===== config.mk =====
export PLATFORM = sky130hd
export DESIGN_NAME = uart_frame_parser_flat
export DESIGN_NICKNAME = d
export VERILOG_FILES = /design/src/rtl/uart_frame_parser_if.sv /design/src/rtl/uart_frame_parser.sv /design/src/flat_wrapper.sv
export SDC_FILE = /design/constraint.sdc
export NUM_CORES = 1
export LEC_CHECK = 0
export ABC_CLOCK_PERIOD_IN_PS = 3100
export BUFFER_PORTS_ARGS = -buffer_cell sky130_fd_sc_hd__buf_2
export CELL_PAD_IN_SITES_DETAIL_PLACEMENT = 0
export CELL_PAD_IN_SITES_GLOBAL_PLACEMENT = 2
export CORE_MARGIN = 2
export CORE_UTILIZATION = 34
export DETAILED_ROUTE_END_ITERATION = 8
export PLACE_DENSITY = 0.79
export REMOVE_ABC_BUFFERS = 1
export SLEW_MARGIN = 20
export SYNTH_ARGS = -nofsm -noshare
export SYNTH_HDL_FRONTEND = slang
export SYNTH_SLANG_ARGS = --single-unit

===== constraint.sdc =====
create_clock -name clk_i -period 3.1 [get_ports clk_i]
set_clock_uncertainty 0.05 [all_clocks]
set_input_delay 0.31 -clock clk_i [delete_from_list [all_inputs] [get_ports clk_i]]
set_output_delay 0.31 -clock clk_i [all_outputs]
set_load 0.05 [all_outputs]

===== src/rtl/uart_frame_parser_if.sv =====
// rtl/uart_frame_parser_if.sv - byte input and frame result bundle for uart_frame_parser
interface uart_frame_parser_if #(
  parameter int unsigned PAYLOAD_BYTES = 6,
  parameter int unsigned CNT_W         = 16
);
  logic [7:0]                 rx_data;
  logic                       rx_valid;
  logic [8*PAYLOAD_BYTES-1:0] payload;
  logic                       frame_valid;
  logic                       err_tail;
  logic                       err_chk;
  logic                       err_timeout;
  logic                       busy;
  logic [CNT_W-1:0]           frame_cnt;
  logic [7:0]                 err_cnt;

  modport master (
    output rx_data, rx_valid,
    input  payload, frame_valid, err_tail, err_chk, err_timeout, busy, frame_cnt, err_cnt
  );

  modport slave (
    input  rx_data, rx_valid,
    output payload, frame_valid, err_tail, err_chk, err_timeout, busy, frame_cnt, err_cnt
  );
endinterface


===== src/rtl/uart_frame_parser.sv =====
// rtl/uart_frame_parser.sv - HEADER/payload/optional XOR/TAIL frame parser with stats
module uart_frame_parser #(
  parameter int unsigned PAYLOAD_BYTES = 6,
  parameter logic [7:0]  HEADER        = 8'hFF,
  parameter logic [7:0]  TAIL          = 8'hF1,
  parameter bit          CHK_EN        = 1'b0,
  parameter int unsigned TIMEOUT_CYC   = 500000,
  parameter int unsigned CNT_W         = 16
) (
  input logic                clk_i,
  input logic                rst_i,
  uart_frame_parser_if.slave bus
);
  localparam int unsigned IW = (PAYLOAD_BYTES > 1) ? $clog2(PAYLOAD_BYTES) : 1;
  localparam int unsigned TW = (TIMEOUT_CYC > 1) ? $clog2(TIMEOUT_CYC + 1) : 1;
  localparam logic [IW-1:0] LAST_IDX = IW'(PAYLOAD_BYTES - 1);
  localparam logic [TW-1:0] TMO_LAST = (TIMEOUT_CYC > 0) ? TW'(TIMEOUT_CYC - 1) : '0;

  typedef enum logic [1:0] {IDLE, DATA, CHK, TAIL_ST} state_t;

  state_t                     state_q, state_d;
  logic [IW-1:0]              idx_q, idx_d;
  logic [7:0]                 chk_q, chk_d;
  logic [8*PAYLOAD_BYTES-1:0] shadow_q, shadow_d;
  logic [8*PAYLOAD_BYTES-1:0] payload_q, payload_d;
  logic [TW-1:0]              tmo_q, tmo_d;
  logic [CNT_W-1:0]           frame_cnt_q, frame_cnt_d;
  logic [7:0]                 err_cnt_q, err_cnt_d;
  logic                       frame_valid_q, frame_valid_d;
  logic                       err_tail_q, err_tail_d;
  logic                       err_chk_q, err_chk_d;
  logic                       err_timeout_q, err_timeout_d;

  always_ff @(posedge clk_i) begin
    if (rst_i) begin
      state_q       <= IDLE;
      idx_q         <= '0;
      chk_q         <= '0;
      shadow_q      <= '0;
      payload_q     <= '0;
      tmo_q         <= '0;
      frame_cnt_q   <= '0;
      err_cnt_q     <= '0;
      frame_valid_q <= 1'b0;
      err_tail_q    <= 1'b0;
      err_chk_q     <= 1'b0;
      err_timeout_q <= 1'b0;
    end else begin
      state_q       <= state_d;
      idx_q         <= idx_d;
      chk_q         <= chk_d;
      shadow_q      <= shadow_d;
      payload_q     <= payload_d;
      tmo_q         <= tmo_d;
      frame_cnt_q   <= frame_cnt_d;
      err_cnt_q     <= err_cnt_d;
      frame_valid_q <= frame_valid_d;
      err_tail_q    <= err_tail_d;
      err_chk_q     <= err_chk_d;
      err_timeout_q <= err_timeout_d;
    end
  end

  always_comb begin
    state_d       = state_q;
    idx_d         = idx_q;
    chk_d         = chk_q;
    shadow_d      = shadow_q;
    payload_d     = payload_q;
    tmo_d         = '0;
    frame_cnt_d   = frame_cnt_q;
    err_cnt_d     = err_cnt_q;
    frame_valid_d = 1'b0;
    err_tail_d    = 1'b0;
    err_chk_d     = 1'b0;
    err_timeout_d = 1'b0;

    if (bus.rx_valid) begin
      unique case (state_q)
        IDLE: begin
          if (bus.rx_data == HEADER) begin
            state_d = DATA;
            idx_d   = '0;
            chk_d   = '0;
          end
        end
        DATA: begin
          // Header/tail values are ordinary data here; no resync inside a frame
          shadow_d[8*(PAYLOAD_BYTES-1-int'(idx_q)) +: 8] = bus.rx_data;
          chk_d = chk_q ^ bus.rx_data;
          if (idx_q == LAST_IDX) state_d = CHK_EN ? CHK : TAIL_ST;
          else                   idx_d   = idx_q + 1'b1;
        end
        CHK: begin
          if (bus.rx_data == chk_q) begin
            state_d = TAIL_ST;
          end else begin
            err_chk_d = 1'b1;
            state_d   = IDLE;
          end
        end
        TAIL_ST: begin
          state_d = IDLE;
          if (bus.rx_data == TAIL) begin
            payload_d     = shadow_q;
            frame_valid_d = 1'b1;
            frame_cnt_d   = frame_cnt_q + 1'b1;
          end else begin
            err_tail_d = 1'b1;
          end
        end
        default: state_d = IDLE;
      endcase
    end else if (state_q != IDLE && TIMEOUT_CYC != 0) begin
      // A strobe in the expiry cycle takes the branch above, so it always wins
      if (tmo_q == TMO_LAST) begin
        err_timeout_d = 1'b1;
        state_d       = IDLE;
      end else begin
        tmo_d = tmo_q + 1'b1;
      end
    end

    if ((err_tail_d || err_chk_d || err_timeout_d) && err_cnt_q != 8'hFF)
      err_cnt_d = err_cnt_q + 8'd1;
  end

  assign bus.payload     = payload_q;
  assign bus.frame_valid = frame_valid_q;
  assign bus.err_tail    = err_tail_q;
  assign bus.err_chk     = err_chk_q;
  assign bus.err_timeout = err_timeout_q;
  assign bus.busy        = (state_q != IDLE);
  assign bus.frame_cnt   = frame_cnt_q;
  assign bus.err_cnt     = err_cnt_q;
endmodule

===== src/flat_wrapper.sv =====
// flat-port wrapper written by rule: the top's interface ports become plain ports
module uart_frame_parser_flat 
#(
  parameter int unsigned PAYLOAD_BYTES = 6,
  parameter logic [7:0]  HEADER        = 8'hFF,
  parameter logic [7:0]  TAIL          = 8'hF1,
  parameter bit          CHK_EN        = 1'b0,
  parameter int unsigned TIMEOUT_CYC   = 500000,
  parameter int unsigned CNT_W         = 16
)
  (clk_i, rst_i, bus_rx_data, bus_rx_valid, bus_payload, bus_frame_valid, bus_err_tail, bus_err_chk, bus_err_timeout, bus_busy, bus_frame_cnt, bus_err_cnt);
  uart_frame_parser_if #(.PAYLOAD_BYTES(PAYLOAD_BYTES), .CNT_W(CNT_W)) bus_i ();
  input logic clk_i;
  input logic rst_i;
  input wire logic [$bits(bus_i.rx_data)-1:0] bus_rx_data;
  input wire logic [$bits(bus_i.rx_valid)-1:0] bus_rx_valid;
  output wire logic [$bits(bus_i.payload)-1:0] bus_payload;
  output wire logic [$bits(bus_i.frame_valid)-1:0] bus_frame_valid;
  output wire logic [$bits(bus_i.err_tail)-1:0] bus_err_tail;
  output wire logic [$bits(bus_i.err_chk)-1:0] bus_err_chk;
  output wire logic [$bits(bus_i.err_timeout)-1:0] bus_err_timeout;
  output wire logic [$bits(bus_i.busy)-1:0] bus_busy;
  output wire logic [$bits(bus_i.frame_cnt)-1:0] bus_frame_cnt;
  output wire logic [$bits(bus_i.err_cnt)-1:0] bus_err_cnt;
  assign bus_i.rx_data = bus_rx_data;
  assign bus_i.rx_valid = bus_rx_valid;
  assign bus_payload = bus_i.payload;
  assign bus_frame_valid = bus_i.frame_valid;
  assign bus_err_tail = bus_i.err_tail;
  assign bus_err_chk = bus_i.err_chk;
  assign bus_err_timeout = bus_i.err_timeout;
  assign bus_busy = bus_i.busy;
  assign bus_frame_cnt = bus_i.frame_cnt;
  assign bus_err_cnt = bus_i.err_cnt;
  uart_frame_parser #(.PAYLOAD_BYTES(PAYLOAD_BYTES), .HEADER(HEADER), .TAIL(TAIL), .CHK_EN(CHK_EN), .TIMEOUT_CYC(TIMEOUT_CYC), .CNT_W(CNT_W)) u_core (.clk_i(clk_i), .rst_i(rst_i), .bus(bus_i));
endmodule

==> results.json <==
{
  "clk_pin_slew_ns": 0.06,
  "ir_drop_mv": 0.3794,
  "cp_data_required_time_ns": 3.35,
  "max_stage_delay_ns": 0.55,
  "met1_usage_pct": 20.04,
  "place_hpwl_mm": 10.61,
  "finalWirelength_mm": 15.34,
  "clkSinkCount": 156,
  "period_minus_slack_ns": 2.853,
  "clk_latency_ns": 0.43,
  "synth_top_cell_by_area": "dfxtp_1",
  "initial_core_util_pct": 34.65,
  "slew_headroom_pct": 39.14,
  "yosysMostFrequentCell": "dfxtp_1",
  "yosysUniqueCellTypes": 41,
  "fin_cells": 1078,
  "max_freq_ghz": 0.3504,
  "syn_area_um2": 6504,
  "finalSetupViolCount": 0,
  "ys_ff_latch": 156,
  "finalWorstSetupSlack_ns": 0.2465,
  "synthCells": 763,
  "drive_gt1_share_pct": 16.59,
  "cts_max_level": 4,
  "hold_violations": 0,
  "tightest_slew_ns": 0.9088,
  "gr-total-overflow": 0,
  "p_comb_share_pct": 1.8,
  "max_cap_violations": 0,
  "synthTopCellsByCount": "dfxtp_1 (156), nand2_1 (126), nor2_1 (105)",
  "antenna_cells": 0,
  "grt_max_degree": 107,
  "ys_async_sr_fraction_pct": 0,
  "clockBufferDepth": 2,
  "seq_area_um2": 3123,
  "yosysSeqAreaShare_pct": 48.02,
  "worstSetupStartpoint": "u_core.idx_q[1]",
  "grt_antenna_before_repair": 1,
  "yosys.area.top_type_share_pct": 48.02,
  "num_vias": 5289,
  "seq_power_share_pct": 45.1,
  "yosysWarnings": 0,
  "hold_path_class": "in2reg",
  "hold_buffers": 0,
  "nets": 856,
  "rows": 50,
  "reg2reg_from": "u_core.idx_q[1]",
  "finalMaxSlewViolations": 0,
  "end_kind": "register",
  "grt_pass1_wl_mm": 25.45,
  "path_class": "reg2reg",
  "crit_fanout": 6,
  "multi_input_area_um2": 3133,
  "grt_setup_unrepaired": "false",
  "clockPowerShare_pct": 53.1,
  "powerDensity_nw_per_um2": 568.4,
  "p_sw_share_pct": 20.35,
  "vias_per_cell": 4.906,
  "use_met2_pct": 26.04,
  "fin_crit_sh_pct": 92.05,
  "post_drt_wl_per_cell_um": 14.23,
  "dr.pass1.iters": 4,
  "cts_tree": "done",
  "syn2layout_area_growth_pct": 20.22,
  "arrival_ns": 3.10,
  "grtUsageTotal_pct": 15.74,
  "numCtsBuffers": 17,
  "dp_cells": 1046,
  "dieArea_um2": 20250,
  "clockRootBuffer": "clkbuf_16",
  "r2r_slack_ns": 0.25,
  "power.leakage_uw": 0.003165,
  "met3_usage_pct": 4.778,
  "synth_edf_count": 0,
  "core-area_um2": 18770,
  "cp_slowest_cell": "or4_4",
  "postRouteAntennaNets": 0,
  "ys.flop_type": "dfxtp_1",
  "power.internal_uw": 3540,
  "fillCellCount": 1894,
  "synth_area_leaders": "dfxtp_1 (48%), nand2_1 (7.3%), mux2i_1 (6.3%), nor2_1 (6.1%), a21oi_1 (5.9%)",
  "die_h_um": 142.3,
  "gp_congestion": 0.7631,
  "hold_start": "bus_rx_data[6]",
  "busiest_layer": "met2",
  "io_buffer_count": 87,
  "grt_pass1_vias": 5267,
  "syn_area_per_cell_um2": 8.524,
  "place_ws_ns": 0.1615,
  "p_sw_uw": 904.3,
  "start_kind": "register",
  "ios": 88,
  "drtIter0Drc": 242,
  "die_x_um": 142.3,
  "path_cells": "inv_2 -> ha_1 -> inv_1 -> fa_1 -> nor4bb_1 -> o21ai_1 -> or4_4 -> nor3_4 -> buf_12 -> mux2i_1 -> nor2_1",
  "outcome": "complete, no violations",
  "drc_errors": 0
}
final timing paths:
check / endpoint / cells after the start
worst max-delay path: u_core.shadow_q[29] / 11
worst min-delay path: u_core.shadow_q[38] / 3
worst max register to register: u_core.shadow_q[29] / 11
worst min register to register: u_core.bus.payload[37] / 2
sequential cells by signal, summed over array words and instances (netlist names):
register and count:
u_core.bus.frame_valid 1, u_core.bus.err_chk 1, u_core.idx_q 3, u_core.bus.err_cnt 8
u_core.shadow_q 48, u_core.bus.frame_cnt 16, u_core.state_q 2, u_core.bus.err_tail 1
u_core.bus.payload 48, u_core.bus.err_timeout 1, u_core.tmo_q 19, u_core.chk_q 8
area by class of cell:
| cell class | instances | share of cell area [%] |
|---|---|---|
| Timing Repair Buffer | 97 | 6.881 |
| Tap cell | 234 | 3.745 |
| Sequential cell | 156 | 39.94 |
| Inverter | 17 | 0.8161 |
| Multi-Input combinational cell | 543 | 40.07 |
| Clock buffer | 18 | 5.489 |
| Clock inverter | 13 | 3.056 |
worst max-delay path: cells and delay by family, from the launching register on:
kind | cells | cell delay [ns]
AOI/OAI and AO/OA | 1 | 0.13
and+or+nand+nor | 4 | 1.15
adders and majority gates | 2 | 0.55
buffers and inverters | 3 | 0.32
DFF | 1 | 0.34
muxes | 1 | 0.20
layout by cell type (no fill, tap or decap), types with 4 or more instances in the layout:
master and instances:
a21oi_1 77, and2_1 9, and3_1 17, and4_1 4, buf_2 86, buf_4 9
bufinv_16 6, clkbuf_16 17, dfxtp_1 156, ha_1 12, inv_1 16, mux2i_1 41
nand2_1 126, nand3_1 21, nand3b_1 10, nand4_1 20, nor2_1 103, nor3_1 5
nor4_1 7, o21ai_0 14, or3_1 6, xnor2_1 14, xor2_1 27
what timing repair did:
| item | in CTS | in global routing |
|---|---|---|
| endpoints found under the setup margin | 0 | 13 |
| setup buffers | 0 | 1 |
| resized for setup | 0 | 2 |
cell families after synthesis:
family | count (synthesis) | synth area share, %
compound gates | 100 | 8.138
xor+xnor | 41 | 5.521
fa+ha+maj | 13 | 2.616
buf+inv | 64 | 3.963
flops | 156 | 48.02
mux | 41 | 6.310
simple gates | 348 | 25.43
metrics by stage:
step / TNS [ns] / total power [uW] / area [um^2] / utilization, % / hold slack [ns]
CTS: 0 / 4505 / 7809 / 41.61 / 0.1891
detailed placement: 0 / 2131 / 7141 / 38.05 / 0.3955
floorplan: -0.1310 / 2069 / 6310 / - / 0.3291
global route: 0 / 4596 / 7819 / 41.66 / 0.2036
finish: 0 / 4444 / 7819 / 41.66 / 0.1992
global placement: 0 / 2130 / 7141 / 38.05 / 0.3919
metal layers:
| layer | wire length (um) | share of wire [%] |
|---|---|---|
| met1 | 7450 | 49 |
| met2 | 7066 | 46 |
| met3 | 680 | 4.4 |
| met4 | 141 | 0.92 |
| met5 | 0 | 0 |
power by group through the flow:
stage | clock (uW) | sequential [uW] | combinational, uW
after global routing | 2500 | 2000 | 88.8
after global placement | 0 | 2050 | 80.2
after CTS | 2420 | 2000 | 81.7
final | 2360 | 2000 | 80.4
after floorplan | 0 | 2050 | 19.9
after detailed placement | 0 | 2050 | 81.4
Power figures use the tool's default switching activity.
